**config.mk**
```make
export PLATFORM = sky130hd
export DESIGN_NAME = div_unit_flat
export DESIGN_NICKNAME = d
export VERILOG_FILES = /design/src/rtl/div_pkg.sv /design/src/rtl/div_if.sv /design/src/rtl/div_step.sv /design/src/rtl/div_unit.sv /design/src/flat_wrapper.sv
export SDC_FILE = /design/constraint.sdc
export NUM_CORES = 1
export LEC_CHECK = 0
export ABC_AREA = 1
export CORE_ASPECT_RATIO = 0.9
export CORE_MARGIN = 1
export CORE_UTILIZATION = 50
export CTS_CLUSTER_DIAMETER = 80
export DETAILED_ROUTE_END_ITERATION = 10
export PLACE_DENSITY = 0.73
export SLEW_MARGIN = 20
export SYNTH_ARGS = -nofsm -noshare
export SYNTH_HDL_FRONTEND = slang
export SYNTH_HIERARCHICAL = 1
export SYNTH_SLANG_ARGS = --single-unit
export TNS_END_PERCENT = 10
```
**constraint.sdc**
```tcl
create_clock -name clock -period 10.65 [get_ports clock]
set_input_delay 2.13 -clock clock [delete_from_list [all_inputs] [get_ports clock]]
set_output_delay 2.13 -clock clock [all_outputs]
set_load 0.01 [all_outputs]
```
**src/rtl/div_pkg.sv**
```systemverilog
// Shared types, constants and the two's-complement helper for the iterative
// signed divider.
package div_pkg;

    localparam int DIV_WIDTH = 32;
    localparam int DIV_STEPS = 32;
    localparam int CNT_W     = 6;

    localparam logic [DIV_WIDTH-1:0] INT_MIN = 32'h8000_0000;

    typedef enum logic [1:0] {
        IDLE,
        RUN,
        DONE
    } div_state_e;

    function automatic logic [DIV_WIDTH-1:0] twos_neg(input logic [DIV_WIDTH-1:0] value);
        return ~value + DIV_WIDTH'(1);
    endfunction

endpackage

```
**src/rtl/div_if.sv**
```systemverilog
// Request/response bundle between the ALU (master) and the divider (slave).
interface div_if import div_pkg::*; #(
    parameter int WIDTH = DIV_WIDTH
);

    logic             ctrl_DIV;
    logic [WIDTH-1:0] data_operandA;
    logic [WIDTH-1:0] data_operandB;
    logic [WIDTH-1:0] data_result;
    logic             data_exception;
    logic             data_resultRDY;

    modport master (
        output ctrl_DIV, data_operandA, data_operandB,
        input  data_result, data_exception, data_resultRDY
    );

    modport slave (
        input  ctrl_DIV, data_operandA, data_operandB,
        output data_result, data_exception, data_resultRDY
    );

endinterface

```
**src/rtl/div_step.sv**
```systemverilog
// One combinational restoring-division step on unsigned magnitudes.
module div_step import div_pkg::*; #(
    parameter int WIDTH = DIV_WIDTH
) (
    input  logic [WIDTH-1:0] rem_in,
    input  logic             dividend_bit,
    input  logic [WIDTH-1:0] divisor,
    output logic [WIDTH-1:0] rem_out,
    output logic             quot_bit
);

    // One extra bit keeps the shifted remainder exact before the compare.
    logic [WIDTH:0] shifted;

    assign shifted  = {rem_in, dividend_bit};
    assign quot_bit = (shifted >= {1'b0, divisor});
    assign rem_out  = WIDTH'(quot_bit ? shifted - {1'b0, divisor} : shifted);

endmodule

```
**src/rtl/div_unit.sv**
```systemverilog
// Iterative 32-bit signed divider: magnitude restoring division, one step per
// clock, sign applied when the result is registered.
module div_unit import div_pkg::*; (
    input logic  clock,
    input logic  reset,
    div_if.slave bus
);

    localparam int               MSB      = DIV_WIDTH - 1;
    localparam logic [CNT_W-1:0] LAST_CNT = CNT_W'(DIV_STEPS);

    div_state_e       state_q, state_d;
    logic [CNT_W-1:0] cnt_q;
    logic [MSB:0]     dividend_q, divisor_q, rem_q, quot_q, result_q;
    logic             sign_q, ovf_q, zero_q, exc_q;

    logic [MSB:0] abs_a, abs_b, rem_next;
    logic         quot_bit, start, steps_done, div_zero;

    assign start      = bus.ctrl_DIV;
    assign steps_done = (cnt_q == LAST_CNT);
    assign div_zero   = (bus.data_operandB == '0);
    assign abs_a      = bus.data_operandA[MSB] ? twos_neg(bus.data_operandA) : bus.data_operandA;
    assign abs_b      = bus.data_operandB[MSB] ? twos_neg(bus.data_operandB) : bus.data_operandB;

    div_step #(.WIDTH(DIV_WIDTH)) u_step (
        .rem_in       (rem_q),
        .dividend_bit (dividend_q[MSB]),
        .divisor      (divisor_q),
        .rem_out      (rem_next),
        .quot_bit     (quot_bit)
    );

    // NOTE: sequential state uses non-blocking assignments so every register
    // samples pre-edge values regardless of statement order.
    always_ff @(posedge clock or posedge reset) begin
        if (reset) state_q <= IDLE;
        else       state_q <= state_d;
    end

    // NOTE: state_d gets a default before the case so no path infers a latch.
    always_comb begin
        state_d = state_q;
        if (start) begin
            state_d = RUN;
        end else begin
            case (state_q)
                IDLE:    state_d = IDLE;
                RUN:     if (steps_done) state_d = DONE;
                DONE:    state_d = IDLE;
                default: state_d = IDLE;
            endcase
        end
    end

    always_comb begin
        bus.data_resultRDY = (state_q == DONE);
        bus.data_result    = result_q;
        bus.data_exception = exc_q;
    end

    // A zero divisor preloads the counter as exhausted, so the next edge
    // lands in DONE with the exception result and no steps are run.
    always_ff @(posedge clock or posedge reset) begin
        if (reset) begin
            cnt_q      <= '0;
            dividend_q <= '0;
            divisor_q  <= '0;
            rem_q      <= '0;
            quot_q     <= '0;
            sign_q     <= 1'b0;
            ovf_q      <= 1'b0;
            zero_q     <= 1'b0;
            result_q   <= '0;
            exc_q      <= 1'b0;
        end else if (start) begin
            cnt_q      <= div_zero ? LAST_CNT : '0;
            dividend_q <= abs_a;
            divisor_q  <= abs_b;
            rem_q      <= '0;
            quot_q     <= '0;
            sign_q     <= bus.data_operandA[MSB] ^ bus.data_operandB[MSB];
            ovf_q      <= (bus.data_operandA == INT_MIN) && (bus.data_operandB == '1);
            zero_q     <= div_zero;
        end else if (state_q == RUN) begin
            if (steps_done) begin
                result_q <= zero_q ? '0 : (sign_q ? twos_neg(quot_q) : quot_q);
                exc_q    <= ovf_q | zero_q;
            end else begin
                cnt_q      <= cnt_q + CNT_W'(1);
                rem_q      <= rem_next;
                dividend_q <= {dividend_q[MSB-1:0], 1'b0};
                quot_q     <= {quot_q[MSB-1:0], quot_bit};
            end
        end
    end

endmodule

```
**src/flat_wrapper.sv**
```systemverilog
// flat-port wrapper written by rule: the top's interface ports become plain ports
module div_unit_flat import div_pkg::*;
  (clock, reset, bus_ctrl_DIV, bus_data_operandA, bus_data_operandB, bus_data_result, bus_data_exception, bus_data_resultRDY);
  div_if #(.WIDTH(32)) bus_i ();
  input logic clock;
  input logic reset;
  input wire logic [$bits(bus_i.ctrl_DIV)-1:0] bus_ctrl_DIV;
  input wire logic [$bits(bus_i.data_operandA)-1:0] bus_data_operandA;
  input wire logic [$bits(bus_i.data_operandB)-1:0] bus_data_operandB;
  output wire logic [$bits(bus_i.data_result)-1:0] bus_data_result;
  output wire logic [$bits(bus_i.data_exception)-1:0] bus_data_exception;
  output wire logic [$bits(bus_i.data_resultRDY)-1:0] bus_data_resultRDY;
  assign bus_i.ctrl_DIV = bus_ctrl_DIV;
  assign bus_i.data_operandA = bus_data_operandA;
  assign bus_i.data_operandB = bus_data_operandB;
  assign bus_data_result = bus_i.data_result;
  assign bus_data_exception = bus_i.data_exception;
  assign bus_data_resultRDY = bus_i.data_resultRDY;
  div_unit u_core (.clock(clock), .reset(reset), .bus(bus_i));
endmodule
```
==> results.txt <==
Outcome: completed
Max stage delay on crit path: 0.49 ns
Hold-fix buffers, CTS: 0
Avg Synthesized Cell Area: 6.62 um^2
IO Port Bufs: 100
Crit path launch type: input port
H-Tree Level Count: 4
Final number of setup-violating endpoints: 0
Critical-path cell list: buf_2, buf_4, nor2_1, o21ai_4, buf_4, inv_4, nor2_4, nand2_4, inv_4, o21ai_0, o21ai_1
Leakage: 0.00744 uW
Post-synth top cells: 607 x nand2_1, 273 x inv_1, 172 x dfrtp_1, 171 x nor2_1, 167 x nand3_1
Cts bufs inserted: 17
Relative slew slack: 36.3%
First-pass GRT wire length: 56,500 um
Pwr dens: 191 nW/um^2
#FFs+latches synth: 172
Area grow syn2layout: 14.5%
DRC viols: 0
First-pass DRT Iterations: 8
Worst r2r path cells: 10
Row count: 54
Starting Density: 51.4%
Clk slew on worst S/H paths: 0.08 ns
Worst setup EP type: register
Routability cong.: 0.929
Maximum VDD drop: 126 uV
Max Buffers Root-to-Sink: 2
Die Y: 152 um
Hold depth: 2
Critical R2R Launch: u_core/rem_q[27]
NumNets Final: 2,066
Top cell type's share of synthesized area: 34.3%
Synth cell types: 48
Final worst path period share: 40.8%
Final Max Slew Viols: 0
Hpwl dp: 25,000 um
Initial antenna violation count: 0
CP required: 11.03 ns
ANT cells: 0
Layout cells sized above 1: 4.92%
Sequential share of the synthesized area: 34.3%
CP arrival: 4.72 ns
Synth Warn #: 6
Max Cap Viol: 0
Worst-Skew Late Latency: 0.45 ns
Top-count cell post-synth: nand2_1
FFs w/ async S/R, synth: 100%
Largest net degree at the start of global routing: 76
GR Overflow Total: 0
Vias per cell: 5.40
Gr usage total: 27.2%
Unrepaired setup endpoints after global routing: false
Met1 Usage GRT: 41.7%
Via Count: 12,459
Hold Path End: u_core/divisor_q[29]
Crit-path max FO: 54
CTS sink count: 172
DIE WIDTH: 169 um
Setup TNS: 0 ns
Least-Margin Pin Slew: 0.954 ns
Drt total wl: 34,200 um
Grt peak-use layer: met1
Utilization after layout: 58.8%
ANT nets after route: 0
Hold WC Path Type: reg -> reg
Top cells by area, synth: dfrtp_1 34%, nand2_1 18%, inv_1 8.2%, nand3_1 6.7%, nor2_1 5.1%
Post-Synthesis Cells: 1,892
Vias in the first global route: 11,325
EDFF count, synth: 0
R2r setup slk: 7.40 ns
CP max stage cell: buf_4
CP Buf/Inv Count: 5
Dominant synthesized flop cell: dfrtp_1
Reg-to-reg endpoint: u_core/rem_q[19]
Peak Freq: 230 MHz
Post-cts resize count: 0
Mapped Area: 12,500 um^2
Cell family contributing the most delay on the critical path: buffers and inverters
Die area: 25,700 um^2
Final hold vios: 0
Post-synthesis net count: 1,998
Leading area contributor after synthesis: dfrtp_1
Clock root buffer: clkbuf_16
1st-iter DRT viols: 1,014
Worst Skew: 0.0201 ns
Met2 GRT Util: 40.0%
Worst setup path class: in -> reg
Hold Crit Start: u_core/divisor_q[29]
CTS tree: done
Final worst path period need: 4.34 ns
WL/cell: 14.8 um
Number of setup buffers added after CTS: 0
Top Ports: 101
Core area: 24,400 um^2
Grt met3 use: 4.23%
through the flow:
stage / hold WS [ns] / cells / area (um^2) / total power [uW] / setup slack (ns)
after floorplan: 0.449 / 1892 / 12500 / 1730 / 3.86
after global placement: 0.463 / 2277 / 13700 / 2070 / 5.91
after CTS: 0.489 / 2309 / 14300 / 2740 / 6.31
after detailed placement: 0.469 / 2277 / 13700 / 2090 / 5.85
final: 0.484 / 2309 / 14300 / 2750 / 6.31
after global routing: 0.507 / 2309 / 14300 / 2940 / 6.05
sequential cells by signal, indices dropped and copies added (netlist names):
signal,flops
u_core/rem_q,32
u_core/divisor_q,32
u_core/state_q,2
u_core/dividend_q,32
u_core/quot_q,32
u_core/cnt_q,6
u_core/ovf_q,1
u_core/sign_q,1
u_core/bus.data_result,32
u_core/bus.data_exception,1
u_core/zero_q,1
worst max-delay path by stage:
stage                 start                          to  slack [ns]  cells past startpoint
2_1_floorplan         reset   u_core/bus.data_exception        3.86                      1
3_3_place_gp   bus_ctrl_DIV  u_core/bus.data_result[20]        5.91                     11
3_5_place_dp   bus_ctrl_DIV  u_core/bus.data_result[20]        5.85                     11
4_1_cts        bus_ctrl_DIV  u_core/bus.data_result[20]        6.31                     11
5_1_grt        bus_ctrl_DIV  u_core/bus.data_result[30]        6.05                     11
6_report       bus_ctrl_DIV  u_core/bus.data_result[20]        6.31                     11
cell families (layout without fill, tap and decap cells):
group	count (synthesis)	count (layout)	synth area share (%)
AO/OA/AOI/OAI	250	250	12.4
XOR/XNOR	33	33	2.31
adder cells (fa/ha/maj)	39	39	3.95
buffers and inverters	345	426	10.9
flip-flops	172	172	34.3
AND/OR/NAND/NOR	1053	1053	36.1
worst register-to-register path, stage by stage, from the launching register on:
cell	delay [ns]
dfrtp_1	0.40
ha_1	0.44
a21oi_1	0.27
nand2_1	0.12
a21oi_1	0.14
nand2_1	0.11
nor2_4	0.74
nand2_8	0.40
nand3_2	0.18
nand2_1	0.12
a22o_1	0.23
final cells by class:
| cell class | instances | area, um^2 |
|---|---|---|
| Multi-Input combinational cell | 1375 | 6860 |
| Clock buffer | 17 | 425 |
| Fill cell | 2310 | 10000 |
| Timing Repair Buffer | 109 | 1060 |
| Inverter | 285 | 1080 |
| Clock inverter | 15 | 189 |
| Sequential cell | 172 | 4300 |
| Tap cell | 336 | 420 |
routing by layer:
metal	wire length, um	vias up	part of all wire [%]
li1	-	6215	-
met1	17000	5760	50
met2	14300	445	42
met3	2440	39	7.1
met4	456	0	1.3
met5	0	-	0
layout by cell type (no fill, tap or decap), types with 20 or more instances in the layout:
cell	count
nand2_1	607
inv_1	272
dfrtp_1	172
nor2_1	171
nand3_1	167
clkdlybuf4s50_1	99
o21ai_0	78
a21oi_1	46
o22ai_1	38
ha_1	38
a22o_1	35
xor2_1	31
nor3_1	23
nand4_1	20
power by group:
group          total [uW]  internal (uW)  switching (uW)
registers             852            771            81.6
logic                1250            452             801
clock network         639            321             318
No activity file was read; power rests on OpenSTA's default activity.
